$ cat config.mk
export PLATFORM = sky130hd
export DESIGN_NAME = pipe_stage_skid
export DESIGN_NICKNAME = d
export VERILOG_FILES = /design/src/rtl/pipe_stage_skid.sv
export SDC_FILE = /design/constraint.sdc
export NUM_CORES = 1
export LEC_CHECK = 0
export ABC_AREA = 1
export CORE_UTILIZATION = 45
export CTS_CLUSTER_DIAMETER = 200
export DETAILED_ROUTE_END_ITERATION = 12
export PLACE_DENSITY_LB_ADDON = 0.15
export REMOVE_ABC_BUFFERS = 1
export SLEW_MARGIN = 5
export SYNTH_ARGS = -nofsm -noshare
export SYNTH_HDL_FRONTEND = slang
export SYNTH_SLANG_ARGS = --single-unit
export TNS_END_PERCENT = 30
$ cat constraint.sdc
create_clock -name clk -period 2.5 [get_ports clk]
set_input_delay 0.25 -clock clk [delete_from_list [all_inputs] [get_ports clk]]
set_output_delay 0.25 -clock clk [all_outputs]
set_load 0.01 [all_outputs]
$ cat src/rtl/pipe_stage_skid.sv
// Pipeline stage register with a 2-entry skid buffer, synchronous flush and a saturating
// stall-cycle counter. Registers in_ready so there is no combinational path from out_ready.
module pipe_stage_skid #(
    parameter int unsigned          DATA_W      = 32,
    parameter int unsigned          CTRL_W      = 18,
    parameter logic [CTRL_W-1:0]    BUBBLE_CTRL = '0
) (
    input  logic              clk,
    input  logic              clr,
    input  logic              flush,
    input  logic              stat_clr,
    input  logic              in_valid,
    output logic              in_ready,
    input  logic [31:0]       in_pc,
    input  logic [DATA_W-1:0] in_data,
    input  logic [CTRL_W-1:0] in_ctrl,
    output logic              out_valid,
    input  logic              out_ready,
    output logic [31:0]       out_pc,
    output logic [DATA_W-1:0] out_data,
    output logic [CTRL_W-1:0] out_ctrl,
    output logic              skid_full,
    output logic [15:0]       stall_cycles
);

    typedef enum logic [1:0] {
        EMPTY = 2'd0,
        BUSY  = 2'd1,
        FULL  = 2'd2
    } state_t;

    state_t              state;
    logic                in_ready_q;
    logic                out_valid_q;
    logic [31:0]         main_pc,   skid_pc;
    logic [DATA_W-1:0]   main_data, skid_data;
    logic [CTRL_W-1:0]   main_ctrl, skid_ctrl;
    logic [15:0]         stall_q;

    logic accept;
    logic fire;

    always_comb begin
        accept = in_valid & in_ready_q;
        fire   = out_valid_q & out_ready;
    end

    always_ff @(posedge clk or negedge clr) begin
        if (!clr) begin
            state       <= EMPTY;
            in_ready_q  <= 1'b1;
            out_valid_q <= 1'b0;
            main_pc     <= '0;
            main_data   <= '0;
            main_ctrl   <= BUBBLE_CTRL;
            skid_pc     <= '0;
            skid_data   <= '0;
            skid_ctrl   <= BUBBLE_CTRL;
            stall_q     <= '0;
        end else begin
            if (stat_clr)
                stall_q <= '0;
            else if (out_valid_q && !out_ready && stall_q != 16'hFFFF)
                stall_q <= stall_q + 16'd1;

            if (flush) begin
                state       <= EMPTY;
                in_ready_q  <= 1'b1;
                out_valid_q <= 1'b0;
                main_pc     <= '0;
                main_data   <= '0;
                main_ctrl   <= BUBBLE_CTRL;
            end else begin
                case (state)
                    EMPTY: begin
                        if (accept) begin
                            main_pc     <= in_pc;
                            main_data   <= in_data;
                            main_ctrl   <= in_ctrl;
                            out_valid_q <= 1'b1;
                            state       <= BUSY;
                        end
                    end
                    BUSY: begin
                        if (accept && fire) begin
                            main_pc   <= in_pc;
                            main_data <= in_data;
                            main_ctrl <= in_ctrl;
                        end else if (accept) begin
                            // Downstream stalled: the one extra entry in flight lands in skid.
                            skid_pc    <= in_pc;
                            skid_data  <= in_data;
                            skid_ctrl  <= in_ctrl;
                            in_ready_q <= 1'b0;
                            state      <= FULL;
                        end else if (fire) begin
                            out_valid_q <= 1'b0;
                            state       <= EMPTY;
                        end
                    end
                    FULL: begin
                        if (fire) begin
                            main_pc    <= skid_pc;
                            main_data  <= skid_data;
                            main_ctrl  <= skid_ctrl;
                            in_ready_q <= 1'b1;
                            state      <= BUSY;
                        end
                    end
                    default: begin
                        state       <= EMPTY;
                        in_ready_q  <= 1'b1;
                        out_valid_q <= 1'b0;
                    end
                endcase
            end
        end
    end

    always_comb begin
        in_ready     = in_ready_q;
        skid_full    = ~in_ready_q;
        out_valid    = out_valid_q;
        out_pc       = main_pc;
        out_data     = main_data;
        out_ctrl     = out_valid_q ? main_ctrl : BUBBLE_CTRL;
        stall_cycles = stall_q;
    end

endmodule

### Word level (Yosys, flattened, before mapping)

Index checks and enable logic that the tools add are counted.

* input bits: 88
* flip-flop bits (word level): 184

* multiplexer cells: 36
* bitwise logic cells: 5
* reduce and logical (&&, ||, !) cells: 12
* $add $sub $neg: 1
* equal/unequal tests: 13

Operator list (number)
* $mux 32: 8
* $pmux 32 s3: 2
* $mux 18: 5
* $pmux 18 s3: 1
* $mux 16: 2
* $ne 3x3->1 const B: 7
* $add 16x1->16 const B: 1
* $ne 16x16->1 const B: 1
* $reduce_and 4->1: 4
* $mux 2: 6
* $mux 1: 9
* $pmux 1 s3: 2
* $pmux 2 s3: 1
* $reduce_and 5->1: 1
* $ne 2x2->1 const B: 2
* $ne 4x4->1 const B: 1
* $reduce_bool 4->1: 1
* $logic_and 1x1->1: 3
* $not 1->1: 3
* $and 1x1->1: 2
* $eq 2x1->1 const B: 1
* $eq 2x2->1 const B: 1
* $logic_not 2->1: 1
* $reduce_bool 2->1: 1
* $logic_not 1->1: 1

### Longest topological paths before layout

Gate-level depths: netlist (run 1).

* depth in word-level cells: 6
* depth in mapped cells: 11
* gate-level depth less buffers: 9

### Worst setup path after synthesis (run 1)

OpenSTA, ideal clock, no wires.

* kind: reg2reg
* start point: reg state[1]
* end point: reg skid_data[31]
* arrival time: 1.470 ns
* path buffers: 2
* period minus slack after synthesis: 1.600 ns
* path slack: 0.900 ns
* cell stages (with the launch flop): 10
* path through: dfrtp_1 inv_1 ha_1 inv_1 nor2_1 nand3_1 clkbuf_1 clkbuf_1 nand2_1 o21ai_0

* cells in the longest elaborated chain, start to end: 2

RTL lines
* from (decl): line 32 `state_t state;`
* from (signal assigned): line 50 `state <= EMPTY;`
* from (signal assigned): line 67 `state <= EMPTY;`
* from (signal assigned): line 81 `state <= BUSY;`
* $eq 2x1->1: line 74 `case (state)`
* $reduce_and 4->1 (no source line)
* to (signal assigned): line 92 `skid_data <= in_data;`
* to (decl): line 36 `logic [DATA_W-1:0] main_data, skid_data;`

Every way passes these cells.
A chain may end at the register's enable or synchronous reset.

### Worst setup path after layout (run 1)

* start point: reg out_valid_q (netlist: out_valid)
* end point: out out_ctrl[2]

* cells in the longest elaborated chain, start to end: 1

RTL lines
* from (decl): line 34 `logic out_valid_q;`
* from (signal assigned): line 52 `out_valid_q <= 1'b0;`
* from (signal assigned): line 69 `out_valid_q <= 1'b0;`
* from (signal assigned): line 80 `out_valid_q <= 1'b1;`
* $mux 18: line 126 `out_ctrl = out_valid_q ? main_ctrl : BUBBLE_CTRL;`
* to (decl): line 21 `output logic [CTRL_W-1:0] out_ctrl,`

Every way passes these cells.

==> impl_metrics.json, run 1 <==
{
  "register_area_mm2": 0.00461,
  "layout.core_utilization_pct": 60.4,
  "antenna_violations_before_repair": 2,
  "finalNonFillerCells": 1450,
  "synth.yosys.warnings": 0,
  "ctsHtreeMaxLevel": 4,
  "via_count_of_the_first_global_routing_pass": 6896,
  "crit_path_top_delay_cell": "sky130_fd_sc_hd__dfrtp_1",
  "finClkSkew_ps": 10.2,
  "die-area_mm2": 0.0195,
  "max_slew.worst_pin.slew_ps": 675,
  "grt_max_degree": 165,
  "worstPathRequired_ps": 2250,
  "max_fo_critical_path": 16,
  "grt_use_total_pct": 22.5,
  "net_sw_share_pct": 36.1,
  "max-cap-violations": 0,
  "clockRootBuffer": "sky130_fd_sc_hd__clkbuf_16",
  "ys_seq_elements": 184,
  "cts-root-to-sink-buffers": 2,
  "share_of_post_route_cells_with_drive_strength_above_1_pct": 6.50,
  "pwr-share-clk_pct": 21.1,
  "numCtsBuffers": 17,
  "finalWeightedCongestion": 0.867,
  "worst_max_slew_margin_expressed_relative_to_the_limit_pct": 55.0,
  "net-switching-power_w": 0.00458,
  "fraction_of_the_yosys_area_taken_by_sequential_cells_pct": 53.9,
  "cts.sink_count": 184,
  "worst_r2r_startpoint": "state[1]$_DFFE_PN0P_",
  "area_of_the_multi_input_gates_mm2": 0.00317,
  "fin_crit_sh_pct": 85.4,
  "port-buffer-count": 188,
  "grt_pass1_wl_mm": 34.7,
  "power_leakage_nw": 5.35,
  "final_nets": 1296,
  "critical-path-top-delay-family": "buffers and inverters",
  "peakVddDrop_mv": 0.635,
  "chipHeight_um": 140,
  "detailedRoute.firstIterationViolations": 438,
  "grt_overflow": 0,
  "powerDensity_mw_per_mm2": 1130,
  "netlist_area_mm2": 0.00854,
  "max_freq_mhz": 469,
  "setup_total_negative_slack_ps": 0,
  "critPathCaptureType": "primary output",
  "layout-area-overhead-vs-synth_pct": 31.7,
  "floorplan.initialDensity_pct": 45.8,
  "sequentialPowerShare_pct": 41.0,
  "cp_num_buf_inv": 3,
  "floorplan.io_pins": 189,
  "rows": 50,
  "hold_ws_ps": 386,
  "worstHoldEndpoint": "skid_pc[3]$_DFFE_PN0P_",
  "combPwrFrac_pct": 37.9,
  "hold_depth": 3,
  "route.detailed.wl_per_inst_um": 14.4,
  "report.final.slew_viol_count": 0,
  "slowest_delay_ps": 560,
  "nature_of_the_critical_path_startpoint": "flip-flop",
  "die_w_um": 140,
  "synthCells": 1046,
  "first_pass_iters": 7,
  "floorplan.core_area_mm2": 0.0186,
  "critical_path_class": "flip-flop to primary output",
  "timing_hold_violations_final": 0,
  "avgViaCountPerCell": 5.04,
  "reg2regPathDepth": 10,
  "worst_setup_hold_path_clk_slew_ps": 70,
  "antenna_violating_nets_post_route": 0,
  "min_period_ps": 2130,
  "data_arrival_critical_path_ps": 1880,
  "place_hpwl_mm": 13.4,
  "r2r-end": "out_pc[8]$_DFFE_PN0P_",
  "cts_post_setup_buffers_inserted": 0,
  "path_cells": "buf_12, nand2_1, inv_1, clkdlybuf4s50_1",
  "tritoncts": "built",
  "hold_path_class": "input port to flip-flop",
  "status": "finished, final reports clean",
  "synthesis.area_per_instance_um2": 8.17,
  "grt_setup_unrepaired": "no",
  "timing.final.setup_violations": 0,
  "fillCellCount": 1709,
  "worst_hold_path_startpoint": "in_pc[3]",
  "dp_cells": 1417,
  "path_length_in_cells_of_the_critical_path": 4,
  "route.vias.total": 7310,
  "route.detailed.drc": 0,
  "drt_wl_total_mm": 20.9,
  "ff2ff_setup_slack_ps": 510,
  "internal_portion_of_total_power_w": 0.00809,
  "worst_skew_pair.late_latency_ps": 440,
  "netlist-cell-type-count": 27
}
-- synthesized netlist by cell type, drive strengths merged --
cell / n / share of area [%]
dfstp: 1 / 0.31
buf: 31 / 2.1
dfrtp: 183 / 54
clkbuf: 35 / 1.5
xor2: 5 / 0.51
o21ai: 87 / 5.1
a21oi: 82 / 4.8
nand3b: 2 / 0.18
ha: 5 / 0.73
a31oi: 82 / 6.0
xnor2: 1 / 0.10
clkinv: 1 / 0.044
nand3: 16 / 0.94
nor2: 192 / 8.9
nand4: 10 / 0.73
nor3: 1 / 0.059
or2: 1 / 0.073
nand2: 183 / 8.6
inv: 128 / 5.6
-- cells in the final DEF (no fill, tap or decap), types with 3 or more instances in the layout --
cell / n
sky130_fd_sc_hd__clkdlybuf4s50_1: 187
sky130_fd_sc_hd__nor2_1: 185
sky130_fd_sc_hd__dfrtp_1: 183
sky130_fd_sc_hd__nand2_1: 163
sky130_fd_sc_hd__inv_1: 127
sky130_fd_sc_hd__o21ai_0: 87
sky130_fd_sc_hd__a31oi_1: 82
sky130_fd_sc_hd__a21oi_1: 82
sky130_fd_sc_hd__nand2_2: 20
sky130_fd_sc_hd__clkbuf_16: 17
sky130_fd_sc_hd__nand3_1: 15
sky130_fd_sc_hd__nand4_1: 10
sky130_fd_sc_hd__buf_12: 9
sky130_fd_sc_hd__inv_6: 8
sky130_fd_sc_hd__buf_4: 6
sky130_fd_sc_hd__xor2_1: 5
sky130_fd_sc_hd__ha_1: 4
sky130_fd_sc_hd__nor2_4: 3
sky130_fd_sc_hd__nor2_2: 3
sky130_fd_sc_hd__inv_8: 3
-- cell families after synthesis --
family	after synthesis	synth area share (%)
simple gates	405	19.5
fa+ha+maj	5	0.732
buf+inv	195	9.33
xor+xnor	6	0.615
compound gates	251	15.9
flops	184	53.9
-- how the worst max path moves through the flow --
stage	start	to
floorplan	state[0]$_DFFE_PN0P_	main_ctrl[0]$_DFFE_PN0P_
finish	out_valid$_DFFE_PN0P_	out_ctrl[2]
global placement	flush	out_data[16]$_DFFE_PN0P_
detailed placement	flush	out_pc[8]$_DFFE_PN0P_
CTS	out_valid$_DFFE_PN0P_	out_ctrl[13]
global route	out_valid$_DFFE_PN0P_	out_ctrl[2]
-- power groups by stage --
stage | Clock [W] | Combinational, W | Sequential [W]
detailed placement | 0 | 0.00485 | 0.00522
global placement | 0 | 0.00472 | 0.00522
finish | 0.00267 | 0.00480 | 0.00520
CTS | 0.00273 | 0.00487 | 0.00520
floorplan | 0 | 0.00214 | 0.00532
global route | 0.00287 | 0.00538 | 0.00536
-- stage by stage --
stage / cell area [um^2] / worst slack [ps] / power, W
after global placement: 10700 / 484 / 0.00994
after CTS: 11300 / 342 / 0.0128
after detailed placement: 10700 / 413 / 0.0101
after global routing: 11300 / 280 / 0.0136
final: 11300 / 366 / 0.0127
after floorplan: 8230 / -2840 / 0.00746
-- timing repair --
| action | 4_1_cts | 5_1_grt |
|---|---|---|
| endpoints found under the hold margin | 64 | 0 |
| hold buffers | 1 | 0 |
| gates resized for setup | 0 | 0 |
-- per-layer routing --
metal  wire [um]  up-vias  track usage [%]
li1            -     3665                -
met1        9510     3410             30.4
met2        9980      207             36.1
met3        1110       26             4.96
met4         297        2             7.00
met5          17        -                0
-- area by class of cell --
cell class	instances	share of cell area, %
Antenna cell	1	0.0222
Clock buffer	17	3.78
Clock inverter	14	1.32
Inverter	129	4.30
Multi-Input combinational cell	667	28.2
Sequential cell	184	40.9
Tap cell	234	2.60
Timing Repair Buffer	204	18.8
-- worst min-delay path: stages --
cell                              delay, ps
sky130_fd_sc_hd__clkdlybuf4s50_1        390
sky130_fd_sc_hd__inv_1                   60
sky130_fd_sc_hd__o21ai_0                 80
-- state kept, by name, summed over array words and instances (netlist names), 2 cells and up --
name and count:
skid_pc 32, state 2, out_data 32, main_ctrl 18
skid_ctrl 18, out_pc 32, skid_data 32, stall_cycles 16
Power figures use the tool's default switching activity.
==> run 2, diff against run 1 <==
==> constraint.sdc (replaced) <==
create_clock -name clk -period 1.9 [get_ports clk]
set_input_delay 0.19 -clock clk [delete_from_list [all_inputs] [get_ports clk]]
set_output_delay 0.19 -clock clk [all_outputs]
set_load 0.01 [all_outputs]
==> run 2 against run 1 <==
Worst hold slack got worse by 95 ps. Global-route usage up 0.45 points. Sequential share of layout area down 1.8 points. Critical path depth is 7 higher. Combinational power rose by 54%. Critical path type is now flip-flop to flip-flop. Largest cell class unchanged. Largest power group is now combinational cells.
==> impl_metrics.json, run 2 (synthesis results as in run 1) <==
{
  "route.detailed.wl_per_inst_um": 15.2,
  "first_pass_iters": 6,
  "report.final.slew_viol_count": 0,
  "critPathCaptureType": "flip-flop",
  "hold_ws_ps": 291,
  "floorplan.io_pins": 189,
  "worst_setup_hold_path_clk_slew_ps": 80,
  "die-area_mm2": 0.0195,
  "max_freq_mhz": 546,
  "tritoncts": "built",
  "total_power_w": 0.0180,
  "share_of_post_route_cells_with_drive_strength_above_1_pct": 9.94,
  "max_fo_critical_path": 17,
  "timing.critical_path.from": "state[1]$_DFFE_PN0P_",
  "nature_of_the_critical_path_startpoint": "flip-flop",
  "chipHeight_um": 140,
  "timing.final.setup_violations": 0,
  "timing_hold_violations_final": 0,
  "drt_wl_total_mm": 22.6,
  "grt_use_total_pct": 22.9,
  "peakVddDrop_mv": 0.989,
  "worst_max_slew_margin_expressed_relative_to_the_limit_pct": 62.2,
  "r2r-end": "out_pc[5]$_DFFE_PN0P_",
  "grt_overflow": 0,
  "register_area_mm2": 0.00461,
  "clockRootBuffer": "sky130_fd_sc_hd__clkbuf_16",
  "worst_skew_pair.late_latency_ps": 430,
  "max-cap-violations": 0,
  "antenna_violations_before_repair": 0,
  "die_w_um": 140,
  "finClkSkew_ps": 9.30,
  "antenna_violating_nets_post_route": 0,
  "power_leakage_nw": 5.69,
  "rows": 50,
  "floorplan.initialDensity_pct": 45.8,
  "route.detailed.drc": 0,
  "status": "finished, final reports clean",
  "critical_path_class": "flip-flop to flip-flop",
  "cts-root-to-sink-buffers": 2,
  "min_period_ps": 1830,
  "floorplan.core_area_mm2": 0.0186,
  "route.vias.total": 7644,
  "place_hpwl_mm": 14.0,
  "worst_r2r_startpoint": "state[1]$_DFFE_PN0P_",
  "finalWeightedCongestion": 0.866,
  "detailedRoute.firstIterationViolations": 562,
  "mostFrequentLayoutCell": "sky130_fd_sc_hd__nor2_1",
  "avgViaCountPerCell": 5.16,
  "final_nets": 1327,
  "layout-area-overhead-vs-synth_pct": 37.8,
  "grt_max_degree": 84,
  "worstPathRequired_ps": 2250,
  "data_arrival_critical_path_ps": 2180,
  "antenna_cells_inserted": 0,
  "max_slew.worst_pin.slew_ps": 563,
  "hold_path_class": "input port to async pin",
  "powerDensity_mw_per_mm2": 1530,
  "mostFrequentLayoutCells": "sky130_fd_sc_hd__nor2_1 (184), sky130_fd_sc_hd__dfrtp_1 (182), sky130_fd_sc_hd__clkdlybuf4s50_1 (173)",
  "reg2regPathDepth": 11,
  "via_count_of_the_first_global_routing_pass": 7163,
  "cts.sink_count": 184,
  "fin_crit_sh_pct": 96.4,
  "fillCellCount": 1575,
  "port-buffer-count": 188,
  "ff2ff_setup_slack_ps": 70,
  "ctsHtreeMaxLevel": 4,
  "grt_pass1_wl_mm": 35.7,
  "area_of_the_multi_input_gates_mm2": 0.00322,
  "numCtsBuffers": 17
}
[run 2: changes by cell type in the layout (fill, tap and decap cells not counted), sizes merged, moves of 2 or more]
cell           before  now
buf                15   42
clkbuf             18   23
dlygate4sd2         0   13
clkinv              1    6
inv               139  135
clkdlybuf4s50     187  173
clkinvlp            2    0
[run 2: area by class of cell]
type | instances | area share, %
Tap cell | 234 | 2.49
Sequential cell | 184 | 39.1
Timing Repair Buffer | 235 | 21.6
Clock buffer | 18 | 3.73
Inverter | 129 | 4.11
Clock inverter | 14 | 1.55
Multi-Input combinational cell | 667 | 27.4
[run 2: metal layers]
layer  part of all wire, %  global-route usage [%]  vias to the layer above
met5                     0                       0                        -
met4                   1.0                    7.06                        0
met3                   5.1                    4.34                       18
met2                    49                    37.4                      240
met1                    45                    31.0                     3657
li1                      -                       -                     3729
[run 2: stage by stage]
stage	TNS, ps	util [%]	setup WS (ps)	cell area (um^2)	cells
floorplan	-468150	-	-3440	8230	980
global placement	-59.9	58.6	-18.5	10900	1439
detailed placement	-166	58.6	-36.2	10900	1439
CTS	0	62.1	1.95	11600	1474
global route	-3.95	63.2	-3.49	11800	1481
finish	0	63.2	69.3	11800	1481
[run 2: repair_timing]
| action | CTS | global route |
|---|---|---|
| gates resized for setup | 16 | 18 |
| setup endpoints to repair | 19 | 35 |
| setup buffers | 2 | 3 |
| hold buffers | 1 | 0 |
| hold endpoints to repair | 45 | 0 |
| cloned | 0 | 4 |
| pin swaps | 0 | 1 |
[run 2: worst max-delay path, cell delays in order (launching register included)]
cell and delay (ps):
sky130_fd_sc_hd__dfrtp_1 420, sky130_fd_sc_hd__inv_2 100, sky130_fd_sc_hd__ha_1 140, sky130_fd_sc_hd__inv_1 50, sky130_fd_sc_hd__nor2_2 120, sky130_fd_sc_hd__nand2_1 100, sky130_fd_sc_hd__nand2_1 120, sky130_fd_sc_hd__nor2_4 50
sky130_fd_sc_hd__buf_4 140, sky130_fd_sc_hd__clkbuf_16 160, sky130_fd_sc_hd__clkbuf_16 190, sky130_fd_sc_hd__a21oi_1 160
[run 2: worst max path at each step]
stage                                   end  slack, ps  cells after the start
6_report              out_pc[5]$_DFFE_PN0P_         70                     11
5_1_grt           main_ctrl[13]$_DFFE_PN0P_         -3                     11
4_1_cts                         out_ctrl[6]          2                      4
3_5_place_dp   stall_cycles[10]$_DFFE_PN0P_        -40                      6
3_3_place_gp   stall_cycles[11]$_DFFE_PN0P_        -20                      6
2_1_floorplan      main_ctrl[0]$_DFFE_PN0P_      -3440                      6
[run 2: power by group]
group          leakage (nW)  internal [W]  total, W  switching [W]
Combinational          3.10       0.00372   0.00740        0.00368
Sequential             2.28       0.00578   0.00686        0.00108
Clock                 0.306       0.00204   0.00374        0.00170
Total                  5.69        0.0115    0.0180        0.00646
